==> config.mk <==
export PLATFORM = sky130hd
export DESIGN_NAME = mem_stall_ctrl
export DESIGN_NICKNAME = d
export VERILOG_FILES = /design/src/rtl/mem_ctrl_pkg.sv /design/src/rtl/mem_timeout_cnt.sv /design/src/rtl/mem_stall_ctrl.sv
export SDC_FILE = /design/constraint.sdc
export NUM_CORES = 1
export LEC_CHECK = 0
export ABC_AREA = 1
export ABC_CLOCK_PERIOD_IN_PS = 1550
export BUFFER_PORTS_ARGS = -buffer_cell sky130_fd_sc_hd__buf_2
export CORE_MARGIN = 1.5
export CORE_UTILIZATION = 43
export DETAILED_ROUTE_END_ITERATION = 10
export PLACE_DENSITY_LB_ADDON = 0.15
export SLEW_MARGIN = 0
export SYNTH_ARGS = -nofsm -noshare
export SYNTH_HDL_FRONTEND = slang
export SYNTH_SLANG_ARGS = --single-unit
==> constraint.sdc <==
create_clock -name clk -period 1.55 [get_ports clk]
set_input_delay 0.465 -clock clk [delete_from_list [all_inputs] [get_ports clk]]
set_output_delay 0.465 -clock clk [all_outputs]
set_load 0.005 [all_outputs]
==> src/rtl/mem_ctrl_pkg.sv <==
// ----------------------------------------------------------------------------
// mem_ctrl_pkg
// Shared definitions for the multi-cycle data-memory controller:
//   - state_t : controller FSM encoding (IDLE/ISSUE/WAIT/DONE, 2 bits)
//   - op_t    : captured access kind (load/store)
//   - DEFAULT_TIMEOUT / DEFAULT_ADDR_W / DEFAULT_DATA_W : parameter defaults
// No ports (package).
// ----------------------------------------------------------------------------
package mem_ctrl_pkg;

    typedef enum logic [1:0] {
        ST_IDLE  = 2'd0,
        ST_ISSUE = 2'd1,
        ST_WAIT  = 2'd2,
        ST_DONE  = 2'd3
    } state_t;

    typedef enum logic {
        OP_LOAD  = 1'b0,
        OP_STORE = 1'b1
    } op_t;

    localparam int DEFAULT_TIMEOUT = 64;
    localparam int DEFAULT_ADDR_W  = 16;
    localparam int DEFAULT_DATA_W  = 16;

endpackage

==> src/rtl/mem_timeout_cnt.sv <==
// ----------------------------------------------------------------------------
// mem_timeout_cnt
// Wait-cycle counter for the memory controller. Counts enabled cycles from 0
// and flags expire while the count sits at TIMEOUT-1.
// Ports:
//   clk     in  clock
//   rst     in  synchronous reset, active-low
//   clear   in  force count back to 0 (takes priority over enable)
//   enable  in  advance the count this cycle
//   expire  out count has reached TIMEOUT-1 (combinational from count)
// ----------------------------------------------------------------------------
module mem_timeout_cnt
    import mem_ctrl_pkg::*;
#(
    parameter int TIMEOUT = DEFAULT_TIMEOUT
) (
    input  logic clk,
    input  logic rst,
    input  logic clear,
    input  logic enable,
    output logic expire
);

    localparam int CNT_W = (TIMEOUT > 2) ? $clog2(TIMEOUT) : 1;

    logic [CNT_W-1:0] count;

    // NOTE: reset is sampled on the clock edge only (synchronous), so it sits
    // inside the clocked block rather than in the sensitivity list.
    always_ff @(posedge clk) begin
        if (!rst) begin
            count <= '0;
        end else if (clear) begin
            count <= '0;
        end else if (enable) begin
            count <= count + CNT_W'(1);
        end
    end

    assign expire = (count == CNT_W'(TIMEOUT - 1));

endmodule

==> src/rtl/mem_stall_ctrl.sv <==
// ----------------------------------------------------------------------------
// mem_stall_ctrl
// Multi-cycle data-memory controller between the processor MEM stage and a
// variable-latency memory with a ready handshake. Each load/store is
// registered, presented to memory as a one-cycle strobe, and the pipeline is
// stalled until the memory answers (or the wait times out).
//
// Optional feature: define MEM_STALL_CTRL_RDBUF_EN to add a one-entry read
// buffer that answers a repeated load in the accepting cycle without stalling.
//
// Ports:
//   clk, rst              clock; synchronous active-low reset
//   req_rd / req_wr       load / store request, held until done
//   req_addr / req_wdata  access address / store data
//   rdata                 load data, valid with done
//   stall                 freeze PC/pipeline this cycle
//   done                  one-cycle completion pulse
//   err                   sticky error (conflict, misaligned, timeout)
//   mem_rd / mem_wr       one-cycle memory strobes
//   mem_addr / mem_wdata  registered address / write data to memory
//   mem_rdata / mem_ready memory read data and completion
// ----------------------------------------------------------------------------
module mem_stall_ctrl
    import mem_ctrl_pkg::*;
#(
    parameter int ADDR_W  = DEFAULT_ADDR_W,
    parameter int DATA_W  = DEFAULT_DATA_W,
    parameter int TIMEOUT = DEFAULT_TIMEOUT
) (
    input  logic              clk,
    input  logic              rst,
    input  logic              req_rd,
    input  logic              req_wr,
    input  logic [ADDR_W-1:0] req_addr,
    input  logic [DATA_W-1:0] req_wdata,
    output logic [DATA_W-1:0] rdata,
    output logic              stall,
    output logic              done,
    output logic              err,
    output logic              mem_rd,
    output logic              mem_wr,
    output logic [ADDR_W-1:0] mem_addr,
    output logic [DATA_W-1:0] mem_wdata,
    input  logic [DATA_W-1:0] mem_rdata,
    input  logic              mem_ready
);

    state_t            state;
    op_t               op;
    logic [DATA_W-1:0] rdata_q;
    logic              done_q;
    logic              expire;

    logic              req_one;
    logic              req_both;
    logic              req_misalign;
    logic              buf_hit;
    logic [DATA_W-1:0] buf_rdata;

    assign req_one      = req_rd ^ req_wr;
    assign req_both     = req_rd & req_wr;
    assign req_misalign = req_one & req_addr[0];

`ifdef MEM_STALL_CTRL_RDBUF_EN
    logic              buf_valid;
    logic [ADDR_W-1:0] buf_addr;
    logic [DATA_W-1:0] buf_data;
    logic              err_event;

    assign buf_hit   = (state == ST_IDLE) && req_rd && !req_wr && buf_valid
                       && (req_addr == buf_addr);
    assign buf_rdata = buf_data;
    assign err_event = ((state == ST_IDLE) && !buf_hit && (req_both || req_misalign))
                       || ((state == ST_WAIT) && !mem_ready && expire);

    // Loads fill the entry on completion; a completing store to the buffered
    // address keeps it coherent. Any error invalidates it.
    always_ff @(posedge clk) begin
        if (!rst) begin
            buf_valid <= 1'b0;
            buf_addr  <= '0;
            buf_data  <= '0;
        end else if (err_event) begin
            buf_valid <= 1'b0;
        end else if ((state == ST_WAIT) && mem_ready) begin
            if (op == OP_LOAD) begin
                buf_valid <= 1'b1;
                buf_addr  <= mem_addr;
                buf_data  <= mem_rdata;
            end else if (buf_valid && (mem_addr == buf_addr)) begin
                buf_data  <= mem_wdata;
            end
        end
    end
`else
    assign buf_hit   = 1'b0;
    assign buf_rdata = '0;
`endif

    // Stall is combinational in IDLE so the accepting cycle already freezes the
    // pipeline; a buffer hit completes in place and must not stall.
    assign stall = ((state == ST_IDLE) && (req_rd || req_wr) && !buf_hit)
                   || (state == ST_ISSUE) || (state == ST_WAIT);

    assign rdata = buf_hit ? buf_rdata : rdata_q;
    assign done  = done_q | buf_hit;

    mem_timeout_cnt #(
        .TIMEOUT (TIMEOUT)
    ) u_timeout (
        .clk    (clk),
        .rst    (rst),
        .clear  (state != ST_WAIT),
        .enable (state == ST_WAIT),
        .expire (expire)
    );

    always_ff @(posedge clk) begin
        if (!rst) begin
            state     <= ST_IDLE;
            op        <= OP_LOAD;
            rdata_q   <= '0;
            done_q    <= 1'b0;
            err       <= 1'b0;
            mem_rd    <= 1'b0;
            mem_wr    <= 1'b0;
            mem_addr  <= '0;
            mem_wdata <= '0;
        end else begin
            // NOTE: pulse outputs get a default here and are overridden below;
            // non-blocking assignment makes the last write in the block win.
            done_q <= 1'b0;
            mem_rd <= 1'b0;
            mem_wr <= 1'b0;
            unique case (state)
                ST_IDLE: begin
                    if (buf_hit) begin
                        rdata_q <= buf_rdata;
                    end else if (req_both) begin
                        err    <= 1'b1;
                        done_q <= 1'b1;
                        state  <= ST_DONE;
                    end else if (req_misalign) begin
                        err     <= 1'b1;
                        rdata_q <= '0;
                        done_q  <= 1'b1;
                        state   <= ST_DONE;
                    end else if (req_one) begin
                        op        <= req_wr ? OP_STORE : OP_LOAD;
                        mem_addr  <= req_addr;
                        mem_wdata <= req_wdata;
                        mem_rd    <= req_rd;
                        mem_wr    <= req_wr;
                        state     <= ST_ISSUE;
                    end
                end
                // mem_ready during ISSUE is deliberately ignored.
                ST_ISSUE: state <= ST_WAIT;
                ST_WAIT: begin
                    if (mem_ready) begin
                        if (op == OP_LOAD) begin
                            rdata_q <= mem_rdata;
                        end
                        done_q <= 1'b1;
                        state  <= ST_DONE;
                    end else if (expire) begin
                        err     <= 1'b1;
                        rdata_q <= '0;
                        done_q  <= 1'b1;
                        state   <= ST_DONE;
                    end
                end
                // The processor still presents the same request here; ignore it.
                ST_DONE: state <= ST_IDLE;
            endcase
        end
    end

endmodule

After elaboration in Yosys (flattened, before gate mapping)
Index checks and enable logic that the tools add are counted.

operators by class
  $add $sub $neg = 1
  equality and inequality tests = 13
  multiplexer cells = 23
  bitwise gates (word level) = 8
  reductions and logical operators = 12

operators by type and width
  kind                 count
  $mux 16              5
  $pmux 16 s2          1
  $mux 2               5
  $ne 2x2->1 const B   5
  $mux 1               9
  $ne 3x3->1 const B   3
  $pmux 2 s4           1
  $reduce_and 4->1     2
  $add 6x1->6 const B  1
  $eq 6x6->1 const B   1
  $not 1->1            5
  $reduce_and 5->1     1
  $reduce_or 5->1      1
  $eq 2x2->1 const B   2
  $ne 4x4->1 const B   1
  $pmux 1 s2           2
  $logic_or 1x1->1     3
  $and 1x1->1          2
  $eq 2x1->1 const B   1
  $logic_not 2->1      1
  $reduce_and 2->1     1
  $reduce_bool 2->1    1
  $reduce_or 2->1      1
  $logic_and 1x1->1    1
  $xor 1x1->1          1

word-level totals
  bits in registers = 61
  word-level logic and storage cells = 67

Longest topological paths before layout
Gate-level depths: netlist of the first run.

  word-level depth = 5
  depth in mapped cells = 11

By module
Synthesis of the first run repeated with hierarchy kept, for this count alone.

unflattened totals
  cell total of the unflattened synthesis = 350
  area total of the unflattened synthesis = 2,595.0 µm²

modules (own cells, without submodules)
  module           times used  cells each  area each (µm²)
  mem_stall_ctrl   1           312         2,323.5
  mem_timeout_cnt  1           38          271.5

Worst setup path after synthesis of the first run
No wires, ideal clock.

  kind = in2reg
  start = in req_rd
  end = reg mem_addr[13]
  library setup time = 116 ps
  data arrival time = 1,488 ps
  slack = -53 ps
  cell stages on the path = 9
  buffers on the path = 1
  path through = inv_1 > ha_1 > nand2_1 > nand2_2 > inv_2 > nand3_4 > clkbuf_2 > o21ai_0 > nor2_1

on the way
  longest elaborated chain between the ends = 4

RTL lines
  item                            RTL line               RTL
  from (decl)                     mem_stall_ctrl.sv:32   input logic req_rd,
  $xor 1x1->1                     mem_stall_ctrl.sv:60   assign req_one = req_rd ^ req_wr;
  $and 1x1->1                     mem_stall_ctrl.sv:62   assign req_misalign = req_one & req_addr[0];
  $not 1->1 (no line)             --
  $reduce_and 4->1 (no line) (*)  --
  to (signal assigned)            mem_stall_ctrl.sv:150  mem_addr <= req_addr;
  to (decl)                       mem_stall_ctrl.sv:42   output logic [ADDR_W-1:0] mem_addr,

Every way passes the cells marked *; elsewhere a longest branch is shown, timed or not.
A chain may end at the register's enable or synchronous reset.

Final worst setup path of the first run
  start = reg state[0]
  end = out stall

on the way
  longest elaborated chain between the ends = 4

RTL lines
  item                    RTL line               RTL
  from (decl)             mem_stall_ctrl.sv:48   state_t state;
  from (signal assigned)  mem_stall_ctrl.sv:120  state <= ST_IDLE;
  from (signal assigned)  mem_stall_ctrl.sv:142  state <= ST_DONE;
  from (signal assigned)  mem_stall_ctrl.sv:147  state <= ST_DONE;
  $logic_not 2->1         mem_stall_ctrl.sv:102  assign stall = ((state == ST_IDLE) && (req_rd || req_wr) && !buf_hit)
  $logic_and 1x1->1       mem_stall_ctrl.sv:102
  $logic_or 1x1->1        mem_stall_ctrl.sv:103  || (state == ST_ISSUE) || (state == ST_WAIT);
  $logic_or 1x1->1 (*)    mem_stall_ctrl.sv:103
  to (decl)               mem_stall_ctrl.sv:37   output logic stall,

Marked as above.

==> out/metrics.csv, run 1 <==
stage;metric;value;unit
outcome;status;complete, but fails checks;
outcome;violations;setup timing;
synth;ys_seq_area_share;47.13;%
worst_setup_path;critPathKind;reg -> out;
routing;routed_wl;6.425;mm
layout;area_growth;50.12;%
global_routing;grt_pass1_wl;9.970;mm
place;dp_cells;527;
layout;final_util;66.09;%
place;numPortBuffers;105;
power;cellPowerDensity;1791;nW/um^2
worst_setup_path;crit_path_end_kind;output port;
floorplan;fp-row-count;28;
clock_network;numCtsBuffers;9;
timing;post-route-period-util;107.2;%
worst_setup_path;cp.required;1080;ps
timing;hold_viol_final;0;
routing;routed_via_density;4.616;
synth;synth_warnings;0;
clock_network;htreeDepth;3;
synth;syn_nets;407;
floorplan;die_w;80.63;um
global_routing;grt_pass1_vias;2283;
timing;period_minus_slack;1662;ps
global_routing;antenna_found_initial;0;
flow_run;maxCapViolations;0;
global_routing;overflow;0;
clock_network;clock_path_buffers;2;
floorplan;die_area;6501;um^2
worst_setup_path;crit_path_max_incr_delay;380;ps
routing;wl_per_cell;11.54;um
routing;drt_iter0_markers;55;
worst_setup_path;regToRegStartpoint;state[0]$_SDFFE_PN0P_;
clock_network;clock-root-buffer;clkbuf_8;
clock_network;clock_sinks;61;
layout;final.fill_count;527;
worst_hold_path;worstHoldPathType;in -> reg;
clock_network;clkTransAtPathRegs;60;ps
worst_setup_path;cp.arrival;1200;ps
layout;fin_nets;536;
worst_setup_path;crit_path_top_delay_cell;dfxtp_4;
place;dp_hpwl;4.178;mm
clock_network;cts_tree;yes;
timing;relSlewSlack;77.17;%
synth;yosys_most_used_dff;dfxtp_1;
timing;maxSlewViolCount;0;
synth;synthesis.area;2591;um^2
synth;async_flop_share;0;%
routing;firstDrtPassIters;6;
place;dp_slack;-178.0;ps
power;p_leak;1.931;nW
synth;synth_cell_type_count;22;
synth;synth-seq-cells;61;
timing;timing.fmax;0.6017;GHz
timing;setup_slack;-112.0;ps
timing;tightestPinTransition;342.1;ps
layout;fin_cells;557;
power;ir_drop;1012;uV
floorplan;ioPinCount;106;
timing;finalSetupViolCount;40;
layout;drive_above_1_share;40.25;%
synth;synthTopCellsByCount;103 x nor2_1, 61 x dfxtp_1, 49 x nand2_1, 35 x o21ai_0, 26 x inv_1;
routing;ant_nets;0;
synth;yosysMostFrequentCell;nor2_1;
synth;yosysTopAreaCellShare;47.13;%
synth;syn_inst;348;
worst_setup_path;cp_max_fo;4;
place;dpl_cell_area;3292;um^2
timing;fin_setup_tns;-983.7;ps
timing;rsz0062_at_grt;true;
layout;final_area;3890;um^2
global_routing;grt_max_degree;23;
timing;finClkSkew;6.409;ps
floorplan;start_util;44.03;%
clock_network;clkLatencyLatePin;330;ps
worst_hold_path;hold_start;req_addr[15];
global_routing;grtUsageTotal;20.10;%
routing;drc_errors;0;
synth;yosys.area.top_type;dfxtp_1;
place;gp_congestion;0.7711;
worst_setup_path;cp_cell_sequence;inv_6 > ha_4 > nor2_4 > o21ai_2 > buf_2;
synth;synth_edf_count;0;
worst_setup_path;crit_path_start_kind;flop;
worst_setup_path;crit_start;state[0]$_SDFFE_PN0P_;
routing;vias;2571;
synth;syn_area_per_cell;7.446;um^2
layout;antenna_cells;0;
synth;synthTopCellsByArea;dfxtp_1 47%, nor2_1 15%, nand2_1 7.1%, o21ai_0 6.8%, inv_1 3.8%;
floorplan;die_y;80.63;um
floorplan;coreArea;5886;um^2
## worst paths after layout
kind / endpoint / slack (ps) / cells past startpoint
worst max-delay path: stall / -110 / 5
worst min-delay path: mem_addr[15]$_SDFFE_PN0P_ / 360 / 3
worst max register to register: mem_addr[10]$_SDFFE_PN0P_ / -70 / 9
worst min register to register: mem_addr[0]$_SDFFE_PN0P_ / 430 / 2
## state kept, by name (all words and copies together) (netlist names)
name             flops
err                  1
mem_addr            16
rdata               16
u_timeout.count      6
op                   1
done                 1
state                2
mem_rd               1
mem_wr               1
mem_wdata           16
## power breakdown
| group | internal (W) | switching (W) |
|---|---|---|
| sequential | 0.00194 | 0.000199 |
| combinational | 0.00191 | 0.00167 |
| clock | 0.000668 | 0.000576 |
## cells by family (layout without fill, tap and decap cells)
logic type      count (synthesis)  in the layout  share of synthesized area [%]
compound gates                 55             55                          10.96
buf+inv                        47            181                          9.464
fa+ha+maj                       6              6                          2.897
simple gates                  179            179                          29.55
flops                          61             61                          47.13
## worst max-delay path, delay by kind of cell, from the launching register on
kind | cells | cell delay (ps)
compound gates | 1 | 60
fa+ha+maj | 1 | 170
buf+inv | 2 | 170
flops | 1 | 380
simple gates | 1 | 80
## through the flow
step                      hold WS (ps)  total power [W]
final                            360.5         0.006966
after global routing             367.0         0.007497
after CTS                        361.0         0.006604
after detailed placement         429.7         0.004636
after global placement           429.7         0.004579
after floorplan                  417.4         0.003870
## routing by layer
layer  wire [um]  up-vias  share of wire [%]  GRT usage (%)
met5           0        -                  0              0
met4         116        0                1.8          11.21
met3         329        8                5.1          5.795
met2        3204       60                 50          33.19
met1        2776     1156                 43          23.15
li1            -     1347                  -              -
## layout by cell type, fill, tap and decap left out, types with 2 or more instances in the layout
| master | Yosys | layout |
|---|---|---|
| nand2_1 | 49 | 45 |
| nand3_1 | 16 | 16 |
| a21oi_2 | 1 | 4 |
| buf_6 | 8 | 3 |
| nor2_2 | 1 | 3 |
| inv_2 | 3 | 5 |
| o21a_1 | 2 | 2 |
| o21ai_0 | 35 | 2 |
| buf_2 | 1 | 105 |
| nand2_2 | 5 | 6 |
| dfxtp_4 | 0 | 2 |
| clkbuf_16 | 0 | 5 |
| ha_1 | 6 | 2 |
| inv_1 | 26 | 21 |
| buf_4 | 1 | 13 |
| buf_12 | 0 | 8 |
| clkbuf_8 | 0 | 11 |
| ha_4 | 0 | 4 |
| o21ai_2 | 0 | 10 |
| clkbuf_1 | 3 | 4 |
| dfxtp_1 | 61 | 59 |
| nand2_4 | 2 | 4 |
| nand3_4 | 2 | 2 |
| nor2_1 | 103 | 100 |
| o21ai_1 | 0 | 23 |
| a21oi_1 | 17 | 14 |
## layout make-up
| class | count | area [um^2] | area share (%) |
|---|---|---|---|
| Multi-Input combinational cell | 240 | 1270 | 32.65 |
| Clock inverter | 1 | 5.005 | 0.1287 |
| Inverter | 29 | 123.9 | 3.184 |
| Timing Repair Buffer | 136 | 1002 | 25.76 |
| Tap cell | 75 | 93.84 | 2.412 |
| Clock buffer | 15 | 166.4 | 4.278 |
| Sequential cell | 61 | 1229 | 31.59 |
## what timing repair did
action / CTS / global route
cloned: 2 / 5
pin swaps: 3 / 3
gates resized for setup: 22 / 58
setup endpoints to repair: 11 / 50
setup buffers: 7 / 1
hold buffers: 0 / 0
No activity file was read; power rests on OpenSTA's default activity.
==> run 2: changes to the inputs <==
- ABC_CLOCK_PERIOD_IN_PS: 1550 -> 1400
- CORE_ASPECT_RATIO: default -> 1.4
- clock period: 1.55 -> 1.4 ns (I/O delays scaled with it)
==> run 2 against run 1 <==
  * The run still ends with setup timing left
  * Flip-flop and latch count unchanged
  * Via count up 5.6%
  * Non-clock buffer count up 13
  * Sequential share of layout area down 2.4 points
  * Clock skew up 0.87 ps
  * Sequential power up 10%
  * Global-route usage up 0.16 points
  * Register-to-register slack worse by 160 ps
  * Total power up 18%
  * Clock power up 32%
  * First-iteration DRC count rose to 2.6 times the previous value
  * Final cell count up 2.2%
  * Critical endpoint unchanged
  * Largest cell class unchanged
  * Largest power group unchanged
==> out/metrics.csv, run 2 (synthesis results as in run 1) <==
stage;metric;value;unit;change
outcome;status;complete, but fails checks;;unchanged
outcome;violations;setup timing;;unchanged
worst_setup_path;regToRegStartpoint;state[1]$_SDFFE_PN0P_;;was state[0]$_SDFFE_PN0P_
global_routing;antenna_found_initial;0;;unchanged
floorplan;ioPinCount;106;;unchanged
global_routing;grtUsageTotal;20.26;%;was 20.10%
layout;final_common_cell;buf_2;;unchanged
layout;final_cell_mix;103 x buf_2, 88 x nor2_1, 59 x dfxtp_1;;was 105 x buf_2, 100 x nor2_1, 59 x dfxtp_1
worst_hold_path;worstHoldPathType;in -> reg;;unchanged
timing;finalSetupViolCount;48;;was 40
flow_run;maxCapViolations;0;;unchanged
worst_hold_path;holdPathStages;3;;unchanged
timing;finClkSkew;7.278;ps;was 6.409 ps
worst_hold_path;min_to;mem_addr[12]$_SDFFE_PN0P_;;was mem_addr[15]$_SDFFE_PN0P_
worst_setup_path;crit_path_end_kind;output port;;unchanged
timing;rsz0062_at_grt;true;;unchanged
clock_network;numCtsBuffers;9;;unchanged
floorplan;die_w;68.61;um;was 80.63 um
power;cellPowerDensity;1950;nW/um^2;was 1791 nW/um^2
floorplan;coreArea;5822;um^2;was 5886 um^2
clock_network;htreeDepth;3;;unchanged
layout;fin_nets;553;;was 536
routing;routed_wl;7.314;mm;was 6.425 mm
place;numPortBuffers;105;;unchanged
layout;drive_above_1_share;47.70;%;was 40.25%
routing;routed_via_density;4.770;;was 4.616
timing;timing.fmax;0.5946;GHz;
floorplan;die_y;94.85;um;was 80.63 um
global_routing;grt_pass1_wl;9.956;mm;was 9.970 mm
worst_setup_path;cp_cell_sequence;inv_2 > buf_6 > ha_4 > nor2_4 > o21ai_2 > buf_2;;was inv_6 > ha_4 > nor2_4 > o21ai_2 > buf_2
timing;hold_viol_final;0;;unchanged
place;dp_cells;530;;was 527
clock_network;clock_sinks;61;;unchanged
clock_network;clkTransAtPathRegs;70;ps;was 60 ps
floorplan;die_area;6507;um^2;was 6501 um^2
timing;period_minus_slack;1682;ps;
worst_setup_path;critPathKind;reg -> out;;unchanged
layout;area_growth;62.10;%;was 50.12%
worst_setup_path;cp_max_fo;2;;was 4
worst_setup_path;ff2ff_setup_slack;-230;ps;was -70 ps
routing;vias;2714;;was 2571
layout;antenna_cells;0;;unchanged
worst_setup_path;crit_path_start_kind;flop;;unchanged
global_routing;grt_pass1_vias;2385;;was 2283
worst_setup_path;cp.required;980;ps;was 1080 ps
timing;fin_setup_tns;-4291;ps;was -983.7 ps
worst_setup_path;reg2reg_depth;11;;was 9
worst_setup_path;cp.arrival;1260;ps;was 1200 ps
clock_network;clock-root-buffer;clkbuf_8;;unchanged
timing;setup_slack;-281.7;ps;was -112.0 ps
routing;firstDrtPassIters;4;;was 6
power;p_leak;2.060;nW;was 1.931 nW
worst_setup_path;r2r-end;rdata[3]$_SDFFE_PN0P_;;was mem_addr[10]$_SDFFE_PN0P_
floorplan;fp-row-count;33;;was 28
routing;drt_iter0_markers;145;;was 55
place;gp_congestion;0.7649;;was 0.7711
timing;post-route-period-util;120.1;%;
timing;tightestPinTransition;242.5;ps;was 342.1 ps
routing;wl_per_cell;12.85;um;was 11.54 um
timing;relSlewSlack;83.66;%;was 77.17%
global_routing;grt_max_degree;39;;was 23
worst_setup_path;crit_path_max_incr_delay;340;ps;was 380 ps
layout;final.fill_count;486;;was 527
layout;seq_area;1226;um^2;was 1229 um^2
worst_setup_path;crit_start;state[1]$_SDFFE_PN0P_;;was state[0]$_SDFFE_PN0P_
routing;drc_errors;0;;unchanged
clock_network;clkLatencyLatePin;330;ps;about the same
timing;maxSlewViolCount;0;;unchanged
layout;fin_cells;569;;was 557
floorplan;start_util;44.51;%;was 44.03%
power;ir_drop;965.9;uV;was 1012 uV
place;dp_hpwl;4.135;mm;was 4.178 mm
routing;ant_nets;0;;unchanged
worst_setup_path;crit_path_top_delay_cell;dfxtp_2;;was dfxtp_4
clock_network;clock_path_buffers;2;;unchanged
worst_hold_path;hold_start;req_addr[12];;was req_addr[15]
global_routing;overflow;0;;unchanged
layout;multi_input_area;1424;um^2;was 1270 um^2
timing;finalHoldWorstSlack;317.0;ps;was 360.5 ps
clock_network;cts_tree;yes;;unchanged
run 2: cell count changes in the layout (fill, tap and decap cells not counted), sizes merged:
cell and change:
nand3 +1, buf +12, nand2 +1, bufbuf -1
bufinv +1, inv -1, nor2 +1, clkinvlp +3
run 2: how the worst max path moves through the flow:
| stage | depth (start not counted) | endpoint | slack (ps) |
|---|---|---|---|
| 2_1_floorplan | 10 | rdata[3]$_SDFFE_PN0P_ | -90 |
| 3_3_place_gp | 11 | rdata[3]$_SDFFE_PN0P_ | -370 |
| 3_5_place_dp | 11 | rdata[3]$_SDFFE_PN0P_ | -390 |
| 4_1_cts | 6 | stall | -300 |
| 5_1_grt | 6 | stall | -330 |
| 6_report | 6 | stall | -280 |
run 2: power breakdown:
group / leakage (nW) / internal (W) / total [W] / switching, W
sequential: 0.501 / 0.00214 / 0.00236 / 0.000217
combinational: 1.45 / 0.00210 / 0.00420 / 0.00210
clock: 0.106 / 0.000966 / 0.00164 / 0.000669
run 2: layout make-up:
type	instances	area share (%)
Clock inverter	3	1.013
Timing Repair Buffer	149	26.15
Clock buffer	13	4.021
Multi-Input combinational cell	243	33.90
Timing Repair inverter	1	0.1787
Tap cell	70	2.085
Inverter	29	3.455
Sequential cell	61	29.19
run 2: through the flow:
step	utilization [%]	worst slack, ps	area (um^2)	power [W]
2_1_floorplan	-	-86.34	2704	0.004403
5_1_grt	72.15	-334.6	4200	0.008759
6_report	72.15	-281.7	4200	0.008192
3_3_place_gp	58.84	-367.8	3426	0.005310
4_1_cts	64.67	-301.0	3765	0.007372
3_5_place_dp	58.84	-389.5	3426	0.005387
run 2: worst max-delay path: cells and delay by family (launching register included):
family                     cells  cell delay (ps)
AOI/OAI and AO/OA              1               60
buffers and inverters          3              290
adders and majority gates      1              150
and+or+nand+nor                1               90
DFF                            1              340
run 2: per-layer routing:
layer | GRT usage [%] | vias to the layer above | routed length [um] | part of all wire (%)
met1 | 21.52 | 1233 | 2780 | 38
met4 | 8.667 | 0 | 95 | 1.3
met5 | 0 | - | 0 | 0
met2 | 35.10 | 86 | 3975 | 54
li1 | - | 1385 | - | -
met3 | 7.151 | 10 | 463 | 6.3
run 2: repair_timing:
action / 4_1_cts / 5_1_grt
cloned: 2 / 10
pin swaps: 4 / 29
hold buffers: 0 / 0
endpoints found under the hold margin: 0 / 0
setup endpoints to repair: 32 / 32
gates resized for setup: 22 / 59
buffers inserted: 4 / 7
==> run 3: changes to the inputs <==
- SETUP_SLACK_MARGIN: default -> 0.15
==> run 3 against run 2 <==
  * Sequential power is essentially flat
  * Global-route usage grew 1.4 points
  * Register-to-register slack is essentially flat
  * Largest power group unchanged
  * Clock skew shrank 1.1 ps
  * The run still ends with setup timing left
  * Routed wire length grew 0.46%
  * Highest routed layer unchanged
  * Combinational power grew 7.9%
  * Die area is the same
  * Clock power shrank 10%
==> out/metrics.csv, run 3 (synthesis results as in run 1) <==
stage;metric;value;unit;change
outcome;status;complete, but fails checks;;unchanged
outcome;violations;setup timing;;unchanged
clock_network;clkLatencyLatePin;330;ps;about the same
clock_network;clock-root-buffer;clkbuf_8;;unchanged
global_routing;overflow;0;;unchanged
clock_network;clock_path_buffers;2;;unchanged
worst_hold_path;holdPathStages;3;;unchanged
layout;final_area;4373;um^2;was 4200 um^2
layout;final.fill_count;407;;was 486
clock_network;cts_tree;yes;;unchanged
place;dp_hpwl;4.495;mm;was 4.135 mm
global_routing;antenna_found_initial;0;;unchanged
floorplan;start_util;44.51;%;unchanged
worst_hold_path;worstHoldPathType;in -> reg;;unchanged
floorplan;ioPinCount;106;;unchanged
power;p_int;0.005217;W;was 0.005204 W
routing;routed_wl;7.348;mm;was 7.314 mm
worst_setup_path;crit_path_end_kind;output port;;unchanged
timing;rsz0062_at_grt;true;;unchanged
worst_setup_path;cp.arrival;1260;ps;about the same
worst_setup_path;regToRegStartpoint;state[1]$_SDFFE_PN0P_;;unchanged
power;switching_share;37.64;%;was 36.48%
clock_network;htreeDepth;3;;unchanged
layout;seq_area;1231;um^2;was 1226 um^2
routing;routed_via_density;4.828;;was 4.770
power;ir_drop;1207;uV;was 965.9 uV
place;numPortBuffers;105;;unchanged
global_routing;grt_max_degree;26;;was 39
layout;area_growth;68.76;%;was 62.10%
layout;final_cell_mix;103 x buf_2, 84 x nor2_1, 55 x dfxtp_1;;was 103 x buf_2, 88 x nor2_1, 59 x dfxtp_1
worst_setup_path;cp.required;980;ps;about the same
timing;relSlewSlack;73.19;%;was 83.66%
routing;wl_per_cell;12.87;um;was 12.85 um
timing;hold_viol_final;0;;unchanged
worst_setup_path;crit_start;state[1]$_SDFFE_PN0P_;;unchanged
timing;finalSetupViolCount;51;;was 48
layout;multi_input_area;1580;um^2;was 1424 um^2
timing;finClkSkew;6.225;ps;was 7.278 ps
power;p_total;0.008367;W;was 0.008192 W
worst_setup_path;critPathKind;reg -> out;;unchanged
global_routing;grt_pass1_vias;2550;;was 2385
power;p_sw;0.003150;W;was 0.002988 W
clock_network;clkTransAtPathRegs;70;ps;about the same
place;gp_congestion;0.7689;;was 0.7649
power;power.share.clock;17.6;%;was 20.0%
place;dpl_cell_area;3437;um^2;was 3426 um^2
power;p_leak;2.083;nW;was 2.060 nW
floorplan;fp-row-count;33;;unchanged
routing;drt_iter0_markers;67;;was 145
timing;post-route-period-util;120.1;%;about the same
worst_setup_path;cp_max_fo;4;;was 2
timing;tightestPinTransition;402.1;ps;was 242.5 ps
global_routing;grtUsageTotal;21.63;%;was 20.26%
timing;period_minus_slack;1681;ps;was 1682 ps
layout;drive_above_1_share;55.89;%;was 47.70%
floorplan;die_w;68.61;um;unchanged
timing;setup_slack;-280.7;ps;was -281.7 ps
timing;fin_setup_tns;-6296;ps;was -4291 ps
routing;firstDrtPassIters;4;;unchanged
routing;drc_errors;0;;unchanged
worst_setup_path;reg2reg_depth;8;;was 11
flow_run;maxCapViolations;0;;unchanged
timing;maxSlewViolCount;0;;unchanged
power;cellPowerDensity;1913;nW/um^2;was 1950 nW/um^2
clock_network;clock_sinks;61;;unchanged
floorplan;die_y;94.85;um;unchanged
routing;ant_nets;0;;unchanged
global_routing;grt_pass1_wl;10.61;mm;was 9.956 mm
layout;antenna_cells;0;;unchanged
power;pwr-share-seq;28.3;%;was 28.8%
clock_network;numCtsBuffers;9;;unchanged
worst_hold_path;hold_start;req_wdata[6];;was req_addr[12]
floorplan;die_area;6507;um^2;unchanged
timing;timing.fmax;0.5950;GHz;was 0.5946 GHz
floorplan;coreArea;5822;um^2;unchanged
worst_setup_path;crit_path_start_kind;flop;;unchanged
clock_network;ctsHoldBuffers;0;;unchanged
layout;final_common_cell;buf_2;;unchanged
routing;vias;2757;;was 2714
power;power_frac_comb;54.1;%;was 51.2%
layout;fin_nets;556;;was 553
## run 3: cell types whose count changed in the layout (fill, tap and decap cells not counted), moves of 5 or more
cell and delta:
o21ai_1 -14, o21ai_2 +16, nand2_1 -9, nor2_2 +6, clkbuf_16 -5, nand2_2 +5
## run 3: path summary, 6_finish.rpt
check	end	slack, ps
worst min register to register	err$_SDFFE_PN0P_	460
worst max-delay path	stall	-280
worst min-delay path	mem_wdata[6]$_SDFFE_PN0P_	320
worst max register to register	state[1]$_SDFFE_PN0P_	-220
## run 3: power by group through the flow
| stage | Clock, W | Sequential, W | Combinational, W |
|---|---|---|---|
| floorplan | 0 | 0.00238 | 0.00203 |
| global placement | 0 | 0.00234 | 0.00295 |
| detailed placement | 0 | 0.00235 | 0.00303 |
| CTS | 0.00151 | 0.00233 | 0.00381 |
| global route | 0.00157 | 0.00240 | 0.00497 |
| finish | 0.00147 | 0.00236 | 0.00453 |
## run 3: cell type report
cell class                 instances  area share [%]
multi-input combinational        242           36.14
sequential                        61           28.15
timing repair buffer             153           25.89
inverter                          29           3.491
clock buffer                      11           3.004
tap                               70           2.003
clock inverter                     4           1.144
timing repair inverter             1          0.1717
## run 3: worst max-delay path, cell delays in order, from the launching register on
cell	delay, ps
dfxtp_2	330
buf_4	150
ha_4	170
nor2_4	100
o21ai_2	60
buf_2	120
## run 3: layer usage
metal  vias to the layer above  global-route usage [%]  share of wire [%]
met5                         -                       0                  0
met4                         0                   7.500                1.6
met3                        13                   5.125                4.9
met2                        87                   39.74                 56
met1                      1270                   23.22                 38
li1                       1387                       -                  -
## run 3: what timing repair did
action	4_1_cts	5_1_grt
pin swaps	7	9
cloned	7	1
setup buffers	4	8
gates resized for setup	56	84
endpoints found under the setup margin	60	64
## run 3: stage by stage
step / instances / hold slack (ps) / util [%] / setup slack, ps
3_3_place_gp: 536 / 417.7 / 59.04 / -316.0
2_1_floorplan: 348 / 417.4 / - / -84.18
5_1_grt: 571 / 319.9 / 75.11 / -319.4
3_5_place_dp: 536 / 430.9 / 59.04 / -346.3
6_report: 571 / 320.0 / 75.11 / -280.7
4_1_cts: 562 / 304.3 / 68.32 / -300.2
